$ cat src/rtl/seg_display_history.sv
// History-keeping, time-multiplexed 4-digit seven-segment output stage.
// Optional freeze input enabled with `define SEG_HISTORY_FREEZE_EN.
module seg_display_history #(
  parameter int REFRESH_DIV   = 100000,
  parameter int STABLE_CYCLES = 8,
  parameter int DIGITS        = 4
) (
  input  logic       boardCLK,
  input  logic       reset,
`ifdef SEG_HISTORY_FREEZE_EN
  input  logic       freeze,
`endif
  input  logic [3:0] cpuOut,
  output logic [6:0] seg,
  output logic       dp,
  output logic [3:0] an,
  output logic [2:0] histCount
);

  localparam int RW = (REFRESH_DIV > 1) ? $clog2(REFRESH_DIV) : 1;
  localparam int SW = (STABLE_CYCLES > 1) ? $clog2(STABLE_CYCLES) : 1;
  localparam logic [RW-1:0] REF_LAST  = RW'(REFRESH_DIV - 1);
  localparam logic [SW-1:0] STAB_LAST = SW'(STABLE_CYCLES - 1);
  localparam logic [2:0]    FULL      = 3'(DIGITS);

  function automatic logic [6:0] hex7(input logic [3:0] v);
    case (v)
      4'h0: hex7 = 7'b1000000;  4'h1: hex7 = 7'b1111001;
      4'h2: hex7 = 7'b0100100;  4'h3: hex7 = 7'b0110000;
      4'h4: hex7 = 7'b0011001;  4'h5: hex7 = 7'b0010010;
      4'h6: hex7 = 7'b0000010;  4'h7: hex7 = 7'b1111000;
      4'h8: hex7 = 7'b0000000;  4'h9: hex7 = 7'b0010000;
      4'hA: hex7 = 7'b0001000;  4'hB: hex7 = 7'b0000011;
      4'hC: hex7 = 7'b1000110;  4'hD: hex7 = 7'b0100001;
      4'hE: hex7 = 7'b0000110;  default: hex7 = 7'b0001110;
    endcase
  endfunction

  logic [3:0]    cpu_s1_q, cpu_s2_q;
  logic [3:0]    cand_q, cand_d;
  logic [SW-1:0] cnt_q, cnt_d;
  logic          armed_q, armed_d;
  logic          commit;
  logic          frozen;
  logic [3:0]    hist_q [DIGITS];
  logic [2:0]    hcnt_q;
  logic [RW-1:0] ref_q;
  logic [1:0]    idx_q;
  logic          lit;
  logic [6:0]    seg_q;
  logic [3:0]    an_q;
  logic          dp_q;

`ifdef SEG_HISTORY_FREEZE_EN
  logic frz_s1_q, frz_s2_q;
  assign frozen = frz_s2_q;
`else
  assign frozen = 1'b0;
`endif

  // NOTE: every variable gets a default at the top of always_comb so no path leaves it unassigned (no latch).
  always_comb begin
    cand_d  = cand_q;
    cnt_d   = cnt_q;
    armed_d = armed_q;
    commit  = 1'b0;
    if (cpu_s2_q != cand_q) begin
      cand_d  = cpu_s2_q;
      cnt_d   = '0;
      armed_d = 1'b1;
    end else if (cnt_q != STAB_LAST) begin
      cnt_d = cnt_q + 1'b1;
    end
    // A frozen terminal count stays armed so it can commit once freeze drops.
    if (armed_d && (cnt_d == STAB_LAST) && !frozen) begin
      armed_d = 1'b0;
      commit  = (hcnt_q == 3'd0) || (cand_d != hist_q[0]);
    end
  end

  assign lit = ({1'b0, idx_q} < hcnt_q);

  // NOTE: sequential state uses non-blocking assignments so all flops update from pre-edge values.
  always_ff @(posedge boardCLK or posedge reset) begin
    if (reset) begin
      cpu_s1_q <= '0;
      cpu_s2_q <= '0;
      cand_q   <= '0;
      cnt_q    <= '0;
      armed_q  <= 1'b1;
      hcnt_q   <= '0;
      ref_q    <= '0;
      idx_q    <= '0;
      seg_q    <= 7'h7F;
      an_q     <= 4'hF;
      dp_q     <= 1'b1;
      // NOTE: the history is a tiny register file, not a RAM, so it is reset like any other flop.
      for (int k = 0; k < DIGITS; k++) hist_q[k] <= '0;
`ifdef SEG_HISTORY_FREEZE_EN
      frz_s1_q <= 1'b0;
      frz_s2_q <= 1'b0;
`endif
    end else begin
      cpu_s1_q <= cpuOut;
      cpu_s2_q <= cpu_s1_q;
      cand_q   <= cand_d;
      cnt_q    <= cnt_d;
      armed_q  <= armed_d;
      if (commit) begin
        for (int k = DIGITS - 1; k > 0; k--) hist_q[k] <= hist_q[k-1];
        hist_q[0] <= cand_d;
        if (hcnt_q != FULL) hcnt_q <= hcnt_q + 3'd1;
      end
      if (ref_q == REF_LAST) begin
        ref_q <= '0;
        idx_q <= idx_q + 2'd1;
      end else begin
        ref_q <= ref_q + 1'b1;
      end
      an_q  <= lit ? ~(4'b0001 << idx_q) : 4'hF;
      seg_q <= hex7(hist_q[idx_q]);
`ifdef SEG_HISTORY_FREEZE_EN
      frz_s1_q <= freeze;
      frz_s2_q <= frz_s1_q;
      dp_q     <= ~(lit && (idx_q == 2'd0) && frz_s2_q);
`else
      dp_q     <= 1'b1;
`endif
    end
  end

  assign seg       = seg_q;
  assign an        = an_q;
  assign dp        = dp_q;
  assign histCount = hcnt_q;

endmodule

$ cat config.mk
export PLATFORM = sky130hd
export DESIGN_NAME = seg_display_history
export DESIGN_NICKNAME = d
export VERILOG_FILES = /design/src/rtl/seg_display_history.sv
export SDC_FILE = /design/constraint.sdc
export NUM_CORES = 1
export LEC_CHECK = 0
export CELL_PAD_IN_SITES_DETAIL_PLACEMENT = 0
export CELL_PAD_IN_SITES_GLOBAL_PLACEMENT = 1
export CORE_UTILIZATION = 45
export DETAILED_ROUTE_END_ITERATION = 12
export DONT_BUFFER_PORTS = 1
export PLACE_DENSITY = 0.79
export RECOVER_POWER = 50
export SLEW_MARGIN = 30
export SYNTH_ARGS = -nofsm -noshare
export SYNTH_HDL_FRONTEND = slang
export SYNTH_SLANG_ARGS = --single-unit
$ cat constraint.sdc
create_clock -name boardCLK -period 2.5 [get_ports boardCLK]
set_clock_uncertainty 0.1 [all_clocks]
set_input_delay 0.25 -clock boardCLK [delete_from_list [all_inputs] [get_ports boardCLK]]
set_output_delay 0.25 -clock boardCLK [all_outputs]
set_load 0.02 [all_outputs]
==> Word-level counts from Yosys, hierarchy flattened <==
Memories as Yosys holds them, arrays and structs flattened. A register that Yosys moved wholly into a read port is not among the register bits.
Cells that the tools add are included.
{ "classes": {"addsub": 4, "magnitude_cmp": 2, "n_eq_ne": 6, "n_shift": 1, "n_mux": 11, "bitwise": 2, "reduce_logical": 4} }
{ "ops": {"columns": ["operator", "count"], "rows": [
  ["17-bit by 1-bit adder with 17-bit output, second input constant", 1],
  ["17-bit equality test, second input constant", 1],
  ["17-bit two-way mux", 1],
  ["4-bit two-way mux", 4],
  ["4-bit binary-select mux with 2-bit select", 1],
  ["4-bit != test", 2],
  ["3-bit by 1-bit adder with 3-bit output, second input constant", 2],
  ["3-bit two-way mux", 2],
  ["3-bit != test, second input constant", 2],
  ["4-bit NOT", 1],
  ["1-bit by 2-bit << shifter with 4-bit output, first input constant", 1],
  ["3-bit equality test, second input constant", 1],
  ["3-bit greater-or-equal comparator, second input constant", 1],
  ["3-bit logical NOT", 1],
  ["2-bit by 3-bit less-than comparator with 1-bit output", 1],
  ["1-bit two-way mux", 3],
  ["2-bit NOT with 3-bit output", 1],
  ["2-bit by 1-bit adder with 2-bit output, second input constant", 1],
  ["2-bit AND reduction", 1],
  ["1-bit logical AND", 1],
  ["1-bit logical OR", 1]
]} }
{ "totals": {"regBits": 58, "mem_bits_ro": 112, "out_inout_bits": 15, "mem_count": 1} }
{ "mem_list": {"columns": ["name", "words", "word_bits", "rd", "rd_clocked_by_memory_dff", "write_ports", "line", "source"], "rows": [
  ["(name not given)", 16, 7, 1, 1, 0, "27", "case (v)"]
]} }

==> Depth between registers and ports, before layout <==
{ "depth": {"word_depth": 7, "mapped_depth": 8} }

==> Worst setup path before layout <==
OpenSTA, ideal clock, no wires.
{ "synth_timing": {"path_type": "reg-to-reg", "startpoint": "register cnt_q[0]", "endpoint": "register hist_q[0] (netlist name)", "arrival_ns": 1.864, "slack_ns": 0.411, "path_stages_with_launch": 8, "path_buffers": 1, "period_less_slack_ns": 2.089, "cell_sequence": "dfrtp_1 > ha_1 > and4bb_1 > nor3_2 > a311oi_4 > nand2_4 > buf_6 > mux2_4"} }
{ "synth_via": {"elab_chain_len": 6, "word_cells_on_any_way": 7, "cone_classes": "add/sub: 1; eq/ne: 2; mux: 3; reduce/logical: 1"} }
{ "synth_rtl": {"columns": ["element", "line", "source"], "rows": [
  ["start, declared", "41", "logic [SW-1:0] cnt_q, cnt_d;"],
  ["start signal, assigned", "107", "cnt_q <= cnt_d;"],
  ["3-bit by 1-bit adder with 3-bit output / 3-bit != test (equally long branches)", "72, 71", null],
  ["3-bit two-way mux (*)", "71", "end else if (cnt_q != STAB_LAST) begin"],
  ["3-bit two-way mux (*)", "67", "if (cpu_s2_q != cand_q) begin"],
  ["3-bit equality test (*)", "75", "if (armed_d && (cnt_d == STAB_LAST) && !frozen) begin"],
  ["1-bit logical AND (*)", "75", null],
  ["1-bit two-way mux (*)", "75", null],
  ["end, declared", "45", "logic [3:0] hist_q [DIGITS];"]
]} }
Mark *: on every way between the ends. The rest lies on a longest branch, timed or not.
A chain may end at the register's enable or synchronous reset.

==> Worst setup path after layout <==
{ "layout_timing": {"startpoint": "register cnt_q[0]", "endpoint": "register hist_q[13] (netlist name)"} }
The elaborated chain is that of the path after synthesis.

==> flow_summary.yaml <==
route:
  wirelength_mm: 4.644
  dr.pass1.iters: 8
  drtAntennaViolNets: 0
  avgRoutedWirePerCell_um: 14.07
  vias: 1715
  route.detailed.drc: 4
  drtIter0Drc: 72
  viasPerCell: 5.197
floorplan:
  initial_core_util_pct: 46.91
  die_w_um: 83.83
  core.rowCount: 29
  ios: 21
  core_area_mm2: 0.006422
  dieArea_mm2: 0.007027
  die_y_um: 83.83
worst_setup_path:
  cp-start-kind: "flip-flop"
  slowest_delay_ps: 430
  path_cells: "ha_1 -> and4bb_1 -> nor3_2 -> a311oi_4 -> nand2_4 -> mux2_2"
  crit_path_top_delay_cell: "dfrtp_1"
  arrival_ps: 2340
  critical_path.top_delay_family: "simple AND/OR/NAND/NOR gates"
  cp.required_ps: 2630
  rr_worst_depth: 6
  crit_path_end_kind: "flip-flop"
  crit_fanout: 16
  timing.rr.end: "hist_q[13]"
  reg2reg_slack_ps: 280
  rr_startpoint: "cnt_q[0]"
  path_class: "flip-flop to flip-flop"
  cp_num_buf_inv: 0
placement:
  gp_congestion: 0.7822
  hpwl_mm: 3.084
  numPortBuffers: 0
min_path:
  hp-class: "flip-flop to flip-flop"
  whs_endpoint: "cpu_s2_q[2]"
  min_from: "cpu_s1_q[2]"
  hold_depth: 0
synthesis:
  syn-num-nets: 260
  syn_area_mm2: 0.003013
  synth_edf_count: 0
  avgSynthCellArea_um2: 12.61
  yosys_warnings: 0
  ys_seq_area_share_pct: 54.49
  ys.flop_type: "dfrtp_1"
  synth.distinct_cells: 40
  ys_ff_latch: 65
  synthCells: 239
  async_flop_share_pct: 100.0
global_routing:
  overflow: 0
  grt_pass1_wl_mm: 8.245
  antenna_found_initial: 0
  grt_pass1_vias: 1748
  grt_use_total_pct: 15.55
  grt_max_degree: 66
run:
  cap_violations: 1
run_status:
  violations: "DRC, capacitance limit, slew limit"
  outcome: "finished with violations"
power_and_ir_drop:
  p_sw_share_pct: 21.25
  power_frac_comb_pct: 2.1
  intPower_w: 0.001560
  seqPwrFrac_pct: 54.1
  peakVddDrop_mv: 0.2907
  p_per_area_mw_per_mm2: 597.4
  p_leak_nw: 1.487
  p_sw_w: 0.0004210
  p_clk_share_pct: 43.8
cts:
  post_cts_buffers: 0
  insertion_delay_ps: 340
  clk_pin_slew_ps: 70
  cts_tree: "built"
  cts_sinks: 65
  clock_path_buffers: 2
  htreeDepth: 3
  cts-root-buf: "clkbuf_8"
  cts_buffers: 9
sta:
  fin_crit_ps: 2216
  worst_slew_pin_slew_ps: 1528
  whs_ps: 253.0
  setup_viol: 0
  max_freq_ghz: 0.4513
  period_share_pct: 88.62
  rsz0062_at_grt: "no"
  hold_viol: 0
  slew_viol_final: 66
  slew_headroom_pct: -1.860
  setup_tns_ps: 0
cells_and_area:
  nets: 269
  regArea_mm2: 0.001642
  antenna_cells: 0
  multiInputGateArea_mm2: 0.001285
  nFillCells: 546
  syn_to_final_growth_pct: 10.05
  drive_above_1_share_pct: 17.79
[worst max path at each step]
stage                   from    endpoint  slack (ps)  cells after the start
floorplan           cnt_q[0]   hist_q[0]         410                      7
global placement    cnt_q[0]  hist_q[12]         360                      6
detailed placement  cnt_q[0]  hist_q[13]         290                      6
CTS                 cnt_q[0]  hist_q[13]         280                      6
global route        cnt_q[0]   hist_q[3]         150                      6
finish              cnt_q[0]  hist_q[13]         280                      6
[Yosys cell counts (4+ instances only)]
cell type / number / area share, %
mux4_2: 4 / 3.0
ha_1: 15 / 6.2
nor3_1: 4 / 0.66
inv_1: 7 / 0.87
o21ai_0: 8 / 1.3
clkbuf_1: 4 / 0.50
xor2_1: 11 / 3.2
dfrtp_1: 53 / 44
mux2_2: 9 / 3.4
dfstp_2: 12 / 10
xnor2_1: 14 / 4.1
nand3_1: 13 / 2.2
mux2_4: 10 / 5.0
nand2b_1: 6 / 1.2
nand2_1: 15 / 1.9
buf_2: 4 / 0.66
nor2_1: 16 / 2.0
[flip-flops by register name, summed over array words and instances (netlist names)]
signal	flops
an	4
armed_q	1
cand_q	4
cnt_q	3
cpu_s1_q	4
cpu_s2_q	4
histCount	3
hist_q	16
idx_q	2
ref_q	17
seg	7
[power by group through the flow]
| stage | sequential (W) | combinational (W) | clock (W) |
|---|---|---|---|
| final | 0.00107 | 0.0000418 | 0.000868 |
| after global routing | 0.00107 | 0.0000492 | 0.000947 |
| after CTS | 0.00107 | 0.0000462 | 0.000897 |
| after detailed placement | 0.00109 | 0.0000396 | 0 |
| after global placement | 0.00109 | 0.0000392 | 0 |
| after floorplan | 0.00109 | 0.0000340 | 0 |
[layer usage]
layer  up-vias  global-route usage (%)  wire length (um)
met3         7                   7.122               202
met1       851                   19.75              2307
met4         0                   5.643                76
met2        25                   23.32              2056
li1        832                       -                 -
met5         -                       0                 0
[kinds of logic (layout without fill, tap and decap cells)]
family / after synthesis / after routing / share of synthesized area (%)
AOI/OAI and AO/OA: 19 / 19 / 4.402
xor gates and xnor gates: 25 / 25 / 7.267
adders and majority gates: 15 / 15 / 6.229
buffers and inverters: 17 / 31 / 2.658
DFF: 65 / 65 / 54.48
muxes: 25 / 25 / 12.04
other: 1 / 1 / 0.1245
and+or+nand+nor: 72 / 72 / 12.79
[timing repair]
action	CTS	global route
resized for setup	0	0
hold endpoints to repair	57	0
hold buffers	5	0
[cells in the final DEF (no fill, tap or decap), types with 2 or more instances in the layout]
cell and count:
mux2_4 10, o21a_1 2, clkinv_2 2, buf_4 2, xor2_1 11, mux2_2 9, nand3_1 13, inv_1 6
nand4_1 4, clkbuf_8 10, dlygate4sd3_1 5, and4_1 2, a21oi_1 3, nand2b_1 6, dfstp_1 11, nor2b_1 3
nor2_1 16, and4bb_1 2, mux4_2 4, and3_1 3, clkinvlp_4 2, xnor2_1 14, ha_1 15, nand2_1 15
nor3_1 4, o21ai_0 8, dfrtp_1 53
[metrics by stage]
stage	total power [W]	cells	worst slack [ps]	area, um^2	util [%]
6_report	0.001981	330	284.4	3316	51.63
5_1_grt	0.002068	330	153.5	3316	51.63
4_1_cts	0.002015	330	281.1	3324	51.76
3_5_place_dp	0.001131	309	293.3	3078	47.93
3_3_place_gp	0.001130	309	357.8	3078	47.93
2_1_floorplan	0.001123	239	411.1	3013	-
[layout make-up]
class,instances,area share (%)
clock buffers,11,4.264
clock inverters,5,1.660
inverters,7,0.7925
multi-input cells,157,38.75
flip-flops and latches,65,49.51
well taps,77,2.906
repair buffers,8,2.113
(Power assumes the default switching activity.)
